File: config.mk
export PLATFORM = sky130hd
export DESIGN_NAME = rr_mux_arbiter_8
export DESIGN_NICKNAME = d
export VERILOG_FILES = /design/src/rtl/rr_mux_arbiter_8.sv
export SDC_FILE = /design/constraint.sdc
export NUM_CORES = 1
export LEC_CHECK = 0
export CORE_MARGIN = 2
export CORE_UTILIZATION = 40
export CTS_CLUSTER_SIZE = 40
export DETAILED_ROUTE_END_ITERATION = 6
export PLACE_DENSITY_LB_ADDON = 0.15
export SKIP_CTS_REPAIR_TIMING = 1
export SLEW_MARGIN = 20
export SYNTH_ARGS = -nofsm -noshare
export SYNTH_HDL_FRONTEND = slang
export SYNTH_SLANG_ARGS = --single-unit
export TNS_END_PERCENT = 10
File: constraint.sdc
create_clock -name clk -period 7.19 [get_ports clk]
set_clock_uncertainty 0.1 [all_clocks]
set_input_delay 1.0785 -clock clk [delete_from_list [all_inputs] [get_ports clk]]
set_output_delay 1.0785 -clock clk [all_outputs]
set_load 0.05 [all_outputs]
File: src/rtl/rr_mux_arbiter_8.sv
// Round-robin arbiter driving select/en of an 8-input mux.
// Ports: clk, rst (async, active-high); req[7:0] per-source request;
//   last (end of burst, qualified by xfer); ready (consumer accepts);
//   select[2:0], en (registered); grant[7:0] one-hot of select while en;
//   xfer = en & ready & req[select].
module rr_mux_arbiter_8 #(
  parameter int MAX_HOLD = 16,
  parameter int CNT_W    = 8
) (
  input  logic       clk,
  input  logic       rst,
  input  logic [7:0] req,
  input  logic       last,
  input  logic       ready,
  output logic [2:0] select,
  output logic       en,
  output logic [7:0] grant,
  output logic       xfer
);

  typedef enum logic {IDLE, BUSY} state_t;

  localparam logic [CNT_W-1:0] LAST_BEAT =
    CNT_W'(MAX_HOLD - 1);

  state_t           state, state_n;
  logic [2:0]       ptr, ptr_n;
  logic [2:0]       sel_n;
  logic             en_n;
  logic [CNT_W-1:0] cnt, cnt_n;
  logic [7:0]       rot;
  logic [2:0]       off;
  logic [2:0]       win;
  logic             done;

  assign xfer  = en & ready & req[select];
  assign grant = en ? (8'd1 << select) : 8'd0;

  // Rotate so bit 0 is the current top-priority
  // source, then take the lowest set bit.
  always_comb begin
    rot = 8'({req, req} >> ptr);
    off = 3'd0;
    for (int i = 7; i >= 0; i--) begin
      if (rot[i]) off = 3'(i);
    end
    win = ptr + off;
  end

  always_ff @(posedge clk or posedge rst) begin
    if (rst) begin
      state  <= IDLE;
      select <= 3'd0;
      en     <= 1'b0;
      ptr    <= 3'd0;
      cnt    <= '0;
    end else begin
      state  <= state_n;
      select <= sel_n;
      en     <= en_n;
      ptr    <= ptr_n;
      cnt    <= cnt_n;
    end
  end

  always_comb begin
    state_n = state;
    sel_n   = select;
    en_n    = en;
    ptr_n   = ptr;
    cnt_n   = cnt;
    done    = 1'b0;
    unique case (state)
      IDLE: begin
        if (|req) begin
          sel_n   = win;
          en_n    = 1'b1;
          cnt_n   = '0;
          state_n = BUSY;
        end
      end
      BUSY: begin
        // A withdrawn source ends the grant
        // with no transfer in that cycle.
        if (!req[select]) begin
          done = 1'b1;
        end else if (xfer) begin
          cnt_n = cnt + CNT_W'(1);
          if (last || cnt == LAST_BEAT)
            done = 1'b1;
        end
        if (done) begin
          en_n    = 1'b0;
          ptr_n   = select + 3'd1;
          state_n = IDLE;
        end
      end
    endcase
  end

endmodule

# Yosys cells after proc, flatten, opt, wreduce, memory -nomap -nowiden
# Index checks and enable logic that the tools add are counted.
[word_totals] out_inout_bits=13 wordCells=50 input_bits=12 register_bits=16
[classes] shift=2 n_eq_ne=5 addsub=3 mux=25 order_cmp=1 bitwise=3 reduce_logical=6
[ops] operator="8-bit 2-to-1 mux" n=4
[ops] operator="3-bit 2-to-1 mux" n=8
[ops] operator="8-bit one-hot mux with 2 select lines" n=1
[ops] operator="16-bit by 3-bit >> shifter with 8-bit output" n=1
[ops] operator="1-bit 2-to-1 mux" n=9
[ops] operator="8-bit by 1-bit adder with 8-bit output, second input constant" n=1
[ops] operator="8-bit by 4-bit equality test with 1-bit output, second input constant" n=1
[ops] operator="8-bit OR reduction" n=1
[ops] operator="1-bit by 3-bit left shift with 8-bit output, first input constant" n=1
[ops] operator="2-bit AND reduction" n=3
[ops] operator="3-bit by 4-bit less-than comparator with 1-bit output, second input constant" n=1
[ops] operator="2-bit by 1-bit != test with 1-bit output, second input constant" n=2
[ops] operator="2-bit != test, second input constant" n=2
[ops] operator="1-bit one-hot mux with 2 select lines" n=2
[ops] operator="3-bit by 1-bit adder with 3-bit output, second input constant" n=1
[ops] operator="3-bit adder" n=1
[ops] operator="1-bit binary-select mux with 3-bit select" n=1
[ops] operator="3-bit AND reduction" n=1
[ops] operator="1-bit AND" n=2
[ops] operator="1-bit logical OR" n=1
[ops] operator="1-bit NOT" n=1

# Depth between registers and ports, before layout
# Gate-level depths: netlist of the first run.
[logic_depth] ltp_word=10 depth_mapped=14 ltp_nobuf=12

# Least setup slack after synthesis of the first run
# Ideal clock, no wire load.
[synth_timing] path_kind="input port to flip-flop" start="input req[7]" end="register select[2]" required_time_ns=7.003 setup_time_ns=0.087 cell_stages=11 path_slack_ns=3.447 t_arrival_ns=3.556 n_path_buf=1 cell_sequence="buf_2 > nor2_1 > mux4_2 > mux2_2 > o21ba_2 > or2_1 > fa_1 > xnor2_1 > nand2b_1 > a2111o_1 > o211ai_1"
[synth_between] elab_chain_cells=10 elab_cells_between_ends=12 classes_between="add/sub: 1; shift: 1; mux: 8; reduce/logical: 2"
[synth_lines] item="from (decl)" line="12" source="input logic [7:0] req,"
[synth_lines] item="16-bit by 3-bit >> shifter with 8-bit output" line="42" source="rot = 8'({req, req} >> ptr);"
[synth_lines] item="3-bit 2-to-1 mux (8 in series)" line="45" source="if (rot[i]) off = 3'(i);"
[synth_lines] item="3-bit adder" line="47" source="win = ptr + off;"
[synth_lines] item="to (signal assigned)" line="59" source="select <= sel_n;"
[synth_lines] item="to (decl)" line="15" source="output logic [2:0] select,"
# Several ways; a longest one is shown, not always the timed one.
# A chain may end at the register's enable or synchronous reset.

# Worst setup path in the final report of the first run
[layout_timing] start="input req[7]" end="output xfer"
[layout_between] elab_chain_cells=3
[layout_lines] item="1-bit binary-select mux with 3-bit select" line="36" source="assign xfer = en & ready & req[select];"
[layout_lines] item="1-bit 2-to-1 mux (not written as such)" line="36"
[layout_lines] item="1-bit AND" line="36"
[layout_lines] item="to (decl)" line="18" source="output logic xfer"
# Every way passes these cells. The select of a mux whose other input is x is not followed.

==> impl_metrics.ini, run 1 <==
[timing]
setup_viol = 0
fin_crit_ns = 4.51
slew_viol_final = 0
rsz0062_at_grt = no
fmax_mhz = 222
hold_viol = 0
setup_tns_ns = 0
fin_crit_sh = 0.627
relSlewSlack = 0.400
tightest_slew_ns = 0.901

[power]
irDropWorstVdd_mv = 0.123
power_density_nw_per_um2 = 397
power_uw = 783
power.leakage_nw = 0.847

[layout]
drive_above_1_share = 0.147
area_growth_pct = 19.8
antenna_cells = 0
final_common_cell = clkdlybuf4s50_1
fin_nets = 206
design_area_sq_um = 1970
mostFrequentLayoutCells = clkdlybuf4s50_1 (24), dfrtp_1 (16), nand2_1 (15), mux4_2 (14), nor2_1 (13)
register_area_sq_um = 400
fillCellCount = 390
multi_input_area_sq_um = 1180

[placed_design]
port_buffers = 24
dpl.hpwl_um = 2890
gp_congestion = 0.793
place_area_sq_um = 1920

[floorplanning]
die_y_um = 68.1
dieArea_sq_um = 4640
fp-row-count = 23
boundaryPins = 25
core_sq_um = 3970
die_x_um = 68.1
initial_core_util = 0.414

[yosys]
yosysSeqAreaShare = 0.243
netlist_area_sq_um = 1650
ys_ff_latch = 16
avgSynthCellArea_sq_um = 10.1
synth_nets = 184
syn_inst = 163
ys_warn_count = 0
async_flop_share = 1.00
yosysUniqueCellTypes = 39
synth_ff_type = dfrtp_1
synth_edf_count = 0

[clock_network]
tritoncts = done
clockRootBuffer = clkbuf_8
clock_latency_ns = 0.25
h-tree-depth = 1
cts_inserted_buffers = 3
clock-sinks = 16
clockBufferDepth = 2
clkTransAtPathRegs_ns = 0.07

[min_path]
worst_hold_path_type = register to register
hold_depth = 1

[detailed_routing]
drt-vias-per-instance = 6.11
wire_per_inst_um = 17.2
drt-pass1-iter-count = 4
drtAntennaViolNets = 0
drc = 0
vias = 1429
drtIter0Drc = 57
finalWirelength_um = 4030

[setup_path]
worst_setup_path_start_kind = input port
path_max_fanout = 11
worstSetupPathType = input port to output pin
r2r_setup_slack_ns = 3.48
cp-end-kind = output pin
reg2reg_depth = 9
arrival_ns = 3.33
crit_required_ns = 6.01

[grt]
antenna_found_initial = 0
overflow = 0
grt_max_degree = 24
grt_pass1_vias = 1383
grt_pass1_wl_um = 6580
grtUsageTotal = 0.193

[flow_run]
max_cap_violations = 0

[run_status]
status = finished clean
[cells in the mapped netlist (2+ instances only)]
master | number | area, sq um
and3_1 | 7 | 43.8
a21oi_1 | 12 | 60.1
nand4_1 | 2 | 12.5
clkbuf_1 | 2 | 7.51
nor2_1 | 13 | 48.8
mux4_1 | 3 | 78.8
inv_1 | 8 | 30.0
o21a_1 | 3 | 22.5
a31oi_1 | 2 | 12.5
xnor2_1 | 2 | 17.5
a41o_1 | 2 | 20.0
nand2_1 | 15 | 56.3
nand2b_1 | 3 | 18.8
dfrtp_1 | 16 | 400
nor3_1 | 5 | 25.0
mux2i_1 | 11 | 110
ha_1 | 8 | 100
buf_2 | 5 | 25.0
and2_1 | 2 | 12.5
and4_1 | 2 | 17.5
o21ai_0 | 6 | 30.0
mux2_2 | 4 | 45.0
mux4_2 | 14 | 315
[worst paths after layout]
| kind | startpoint | to |
|---|---|---|
| setup reg to reg | ptr[1] | select[2] |
| hold reg to reg | cnt[2] | cnt[2] |
| min in group asynchronous | rst | cnt[6] |
| max in group asynchronous | rst | ptr[0] |
| setup / recovery | req[7] | xfer |
| hold / removal | cnt[2] | cnt[2] |
[sequential cells by signal (all words and copies together) (netlist names)]
name / flops
cnt: 8
en: 1
select: 3
ptr: 3
state: 1
[stage by stage]
stage | utilization | hold slack (ns) | std cells | worst slack, ns
final | 0.496 | 0.417 | 234 | 2.68
after global routing | 0.496 | 0.439 | 234 | 2.62
after CTS | 0.496 | 0.426 | 234 | 2.69
after detailed placement | 0.482 | 0.416 | 230 | 2.59
after global placement | 0.482 | 0.404 | 230 | 2.71
after floorplan | - | 0.373 | 163 | 3.45
[where the power goes]
part	switching [mW]	total, mW	internal, mW
combinational	0.257	0.498	0.240
clock	0.0339	0.0826	0.0487
sequential	0.0870	0.203	0.116
[layout make-up]
class	count	area share
clock buffers	4	0.0279
well taps	50	0.0317
inverters	9	0.0171
multi-input cells	131	0.598
flip-flops and latches	16	0.203
repair buffers	24	0.122
[layer usage]
metal | wire, um | up-vias | GRT usage
met5 | 0 | - | 0
met4 | 48 | 0 | 0.0775
met3 | 172 | 6 | 0.0362
met2 | 1960 | 32 | 0.312
met1 | 1840 | 727 | 0.253
li1 | - | 664 | -
[cell families (layout without fill, tap and decap cells)]
family,after synthesis,in the layout,share of synthesized area
fa+ha+maj,9,9,0.0730
mux,32,32,0.334
simple gates,55,55,0.170
flops,16,16,0.243
xor+xnor,2,2,0.0106
compound gates,33,33,0.129
buf+inv,16,37,0.0403
[worst max-delay path, stage by stage]
cell	delay [ns]
clkdlybuf4s50_1	0.60
mux4_2	0.53
mux2i_1	0.31
nor2_1	0.09
clkdlybuf4s50_1	0.71
No activity file was read; power rests on OpenSTA's default activity.
==> inputs of run 2 (changes only) <==
Clock period 7.19 ns to 3.7 ns, I/O delays scaled along.
==> run 2 against run 1 <==
Effect of this change: register-to-register slack worse by 3.2 ns; power is 100% higher; first-iteration DRC count grew 49%; combinational power increased by 120%; worst setup slack got worse by 2.5 ns; non-clock buffer count increased by 25; flip-flop and latch count stayed put; clock power increased by 94%; utilization increased by 4.9 points; via count grew 5.7%; global-route usage up 1.3 points; final cell count rose by 11%; largest cell class unchanged; highest routed layer unchanged.
==> impl_metrics.ini, run 2 (same netlist as run 1, synthesis figures left out) <==
[timing]
slew_viol_final = 0
setup_slack_ns = 0.135
fin_crit_sh = 0.964
hold_viol = 0
hold_ws_ns = 0.417
fmax_mhz = 281
relSlewSlack = 0.556
fin_crit_ns = 3.56
tightest_slew_ns = 0.665
setup_viol = 0
rsz0062_at_grt = no

[setup_path]
worstSetupPathType = input port to register
cp-end-kind = register
path_cells = clkdlybuf4s50_1 -> nor2_1 -> mux4_1 -> mux2_2 -> o21ba_2 -> or2_1 -> fa_1 -> xnor2_1 -> nand2b_1 -> a2111o_1 -> o211ai_1
arrival_ns = 3.64
cp_num_buf_inv = 1
crit_required_ns = 3.77
worst_setup_path_start_kind = input port
crit_family = multiplexers
worst_path_max_delay_cell = clkdlybuf4s50_1
path_max_fanout = 7
critPathMaxStageDelay_ns = 0.61

[detailed_routing]
finalWirelength_um = 4190
drc = 0
drtIter0Drc = 85
drt-pass1-iter-count = 4
drt-vias-per-instance = 5.83
vias = 1510
drtAntennaViolNets = 0
wire_per_inst_um = 16.2

[layout]
design_area_sq_um = 2170
antenna_cells = 0
fin_util = 0.546
final_common_cell = buf_4
mostFrequentLayoutCells = buf_4 (26), clkdlybuf4s50_1 (21), dfrtp_1 (16), nand2_1 (15), mux4_2 (14)
reg_top3 = cnt (8), ptr (3), select (3)
largest_register_ffs = 8
area_growth_pct = 31.7
fin_nets = 231
drive_above_1_share = 0.263
top_register = cnt

[placed_design]
port_buffers = 24
place_area_sq_um = 2100
gp_congestion = 0.933
dpl.hpwl_um = 3320
place_ws_ns = -0.118

[floorplanning]
die_x_um = 68.1
boundaryPins = 25
initial_core_util = 0.414
fp-row-count = 23
die_y_um = 68.1
core_sq_um = 3970
dieArea_sq_um = 4640

[grt]
grt_max_degree = 17
grtUsageTotal = 0.206
grt_pass1_vias = 1467
antenna_found_initial = 0
grt_pass1_wl_um = 7130
overflow = 0

[clock_network]
clock_latency_ns = 0.25
tritoncts = done
clkTransAtPathRegs_ns = 0.07
cts_inserted_buffers = 3
h-tree-depth = 1
clock-sinks = 16
clockBufferDepth = 2
clockRootBuffer = clkbuf_8

[power]
irDropWorstVdd_mv = 0.271
power.leakage_nw = 0.989
power_density_nw_per_um2 = 733
power_mw = 1.59

[flow_run]
max_cap_violations = 0

[min_path]
worst_hold_path_type = register to register

[run_status]
status = finished clean
-- run 2: path summary, 6_finish.rpt --
check | from | endpoint | slack (ns) | cells after the start
min | cnt[2] | cnt[2] | 0.42 | 1
max | req[6] | select[2] | 0.14 | 11
max reg2reg | ptr[0] | select[2] | 0.31 | 12
min reg2reg | cnt[2] | cnt[2] | 0.42 | 1
max in group asynchronous | rst | state | 2.47 | 2
min in group asynchronous | rst | cnt[6] | 0.59 | 2
-- run 2: final cells by class --
| type | count | area [sq um] |
|---|---|---|
| clock buffer | 4 | 55.1 |
| fill | 369 | 1800 |
| inverter | 9 | 33.8 |
| multi-input combinational | 131 | 1180 |
| sequential | 16 | 400 |
| tap | 50 | 62.6 |
| timing repair buffer | 49 | 430 |
-- run 2: stage by stage --
stage | std cells | TNS (ns)
finish | 259 | 0
global route | 259 | 0
CTS | 259 | 0
detailed placement | 255 | -0.118
global placement | 255 | -0.0781
floorplan | 163 | 0
-- run 2: where the power goes --
group	total, mW	switching (mW)	internal (mW)
Sequential	0.346	0.119	0.227
Clock	0.160	0.0655	0.0945
Combinational	1.08	0.564	0.518
Total	1.59	0.749	0.839
-- run 2: per-layer routing --
metal / global-route usage / wire [um] / vias up
met5: 0 / 0 / -
met4: 0.0400 / 23 / 0
met3: 0.0428 / 194 / 4
met2: 0.320 / 2000 / 41
met1: 0.297 / 1970 / 745
li1: - / - / 720
==> inputs of run 3 (changes only) <==
Settings changed: ABC_AREA from default to 1.
==> run 3 against run 2 <==
Effect of this change: utilization is 3.9 points lower; critical path depth is 3 lower; largest cell class unchanged; sequential power is 3% higher; synthesized area is 3.3% lower; clock power is 21% lower; critical endpoint is now xfer; count of clock-buffer cells in the layout is 1 lower.
==> impl_metrics.ini, run 3 <==
[timing]
fin_crit_ns = 3.15
setup_tns_ns = 0
relSlewSlack = 0.591
tightest_slew_ns = 0.612
rsz0062_at_grt = no
fin_crit_sh = 0.851
slew_viol_final = 0
fmax_mhz = 318
hold_viol = 0
setup_viol = 0

[yosys]
synth_edf_count = 0
avgSynthCellArea_sq_um = 6.83
syn_inst = 233
synth_ff_type = dfrtp_1
netlist_area_sq_um = 1590
yosysMostFrequentCell = nand2_1
yosysUniqueCellTypes = 34
ys_ff_latch = 16
async_flop_share = 1.00
synth_common_cells = nand2_1 (74), nand3_1 (29), inv_1 (21), nor2_1 (20), dfrtp_1 (16)
ys_top_cells_by_area = dfrtp_1 (25%), nand2_1 (17%), nand3_1 (9.1%)
yosysSeqAreaShare = 0.252
yosysTopAreaCellShare = 0.252
synth_top_area_cell = dfrtp_1
ys_warn_count = 0
synth_nets = 254

[placed_design]
gp_congestion = 0.837
dpl.hpwl_um = 2720
port_buffers = 24
dp_cells = 301

[grt]
overflow = 0
grtUsageTotal = 0.177
grt_max_degree = 17
grt_pass1_wl_um = 6200
grt_pass1_vias = 1459
antenna_found_initial = 0

[floorplanning]
die_x_um = 67.1
initial_core_util = 0.425
core_sq_um = 3740
dieArea_sq_um = 4500
boundaryPins = 25
die_y_um = 67.1
fp-row-count = 22

[layout]
top_register = cnt
mostFrequentLayoutCells = nand2_1 (74), nand3_1 (29), clkdlybuf4s50_1 (24), inv_1 (21), nor2_1 (20)
final_common_cell = nand2_1
largest_register_ffs = 8
layout.cells.non_filler = 304
area_growth_pct = 19.1
drive_above_1_share = 0.121
fin_nets = 279
reg_top3 = cnt (8), ptr (3), select (3)
antenna_cells = 0
multi_input_area_sq_um = 1050
register_area_sq_um = 400
fillCellCount = 398

[setup_path]
worstSetupPathType = input port to output pin
arrival_ns = 2.49
worst_setup_path_start_kind = input port
path_cells = clkdlybuf4s50_1 -> nor2_1 -> nor2_1 -> o21ai_1 -> nand3_2 -> nand2_4 -> nor2_8 -> clkdlybuf4s50_1
crit_required_ns = 3.04
worst_path_max_delay_cell = clkdlybuf4s50_1
path_max_fanout = 4
critPathMaxStageDelay_ns = 0.82
cp-end-kind = output pin
cp_num_buf_inv = 2
crit_family = buffers and inverters

[detailed_routing]
finalWirelength_um = 3460
drtAntennaViolNets = 0
wire_per_inst_um = 11.4
drc = 0
vias = 1505
drt-pass1-iter-count = 4
drtIter0Drc = 115
drt-vias-per-instance = 4.95

[power]
power_density_nw_per_um2 = 853
irDropWorstVdd_mv = 0.375
power.leakage_nw = 0.926

[clock_network]
cts_inserted_buffers = 3
clockRootBuffer = clkbuf_8
clkTransAtPathRegs_ns = 0.06
clock_latency_ns = 0.24
tritoncts = done
h-tree-depth = 1
clock-sinks = 16
clockBufferDepth = 2

[flow_run]
max_cap_violations = 0

[min_path]
worst_hold_path_type = register to register

[run_status]
status = finished clean
## run 3: worst paths after layout
check	to	slack, ns	start	cells after the start
setup / recovery	xfer	0.55	req[6]	8
hold / removal	cnt[0]	0.44	cnt[0]	1
setup reg to reg	select[2]	0.97	ptr[2]	16
hold reg to reg	cnt[0]	0.44	cnt[0]	1
max in group asynchronous	select[1]	2.52	rst	2
min in group asynchronous	ptr[2]	0.58	rst	2
## run 3: cell families after synthesis
group | after synthesis | share of synthesized area
xor gates and xnor gates | 5 | 0.0275
buffers and inverters | 30 | 0.0880
DFF | 16 | 0.252
adders and majority gates | 9 | 0.0755
and+or+nand+nor | 154 | 0.474
AOI/OAI and AO/OA | 19 | 0.0833
## run 3: cell type report
| cell class | instances | area share |
|---|---|---|
| Sequential cell | 16 | 0.211 |
| Timing Repair Buffer | 24 | 0.127 |
| Inverter | 26 | 0.0541 |
| Multi-Input combinational cell | 187 | 0.554 |
| Clock buffer | 3 | 0.0218 |
| Tap cell | 48 | 0.0317 |
## run 3: layer usage
metal | global-route usage | vias to the layer above | share of wire
li1 | - | 799 | -
met1 | 0.235 | 684 | 0.50
met2 | 0.302 | 20 | 0.45
met5 | 0 | - | 0
met4 | 0.0485 | 0 | 0.0066
met3 | 0.0186 | 2 | 0.034
## run 3: worst register-to-register path: stages (launching register included)
cell and delay [ns]:
dfrtp_1 0.59, clkinv_1 0.34, nand3_1 0.17, nand2_1 0.10, inv_1 0.07, nand2_1 0.05
nand2_1 0.05, nand2_1 0.04, a21oi_1 0.13, ha_1 0.16, inv_1 0.05, fa_1 0.37
xor2_1 0.16, inv_1 0.07, nand3_1 0.07, nand3_1 0.08, nand2_1 0.05
## run 3: metrics by stage
step	setup WS (ns)	instance area, sq um	utilization	hold WS (ns)	total power, mW
6_report	0.551	1900	0.506	0.439	1.62
5_1_grt	0.451	1900	0.506	0.464	1.80
4_1_cts	0.549	1900	0.506	0.439	1.64
3_5_place_dp	0.549	1850	0.495	0.425	1.51
3_3_place_gp	0.556	1850	0.495	0.418	1.50
2_1_floorplan	0.937	1590	-	0.369	1.27
## run 3: where the power goes
part           internal [mW]  total (mW)  leakage (nW)  switching, mW
logic                  0.390        1.14         0.699          0.745
clock network         0.0720       0.127        0.0216         0.0546
registers              0.230       0.355         0.206          0.125
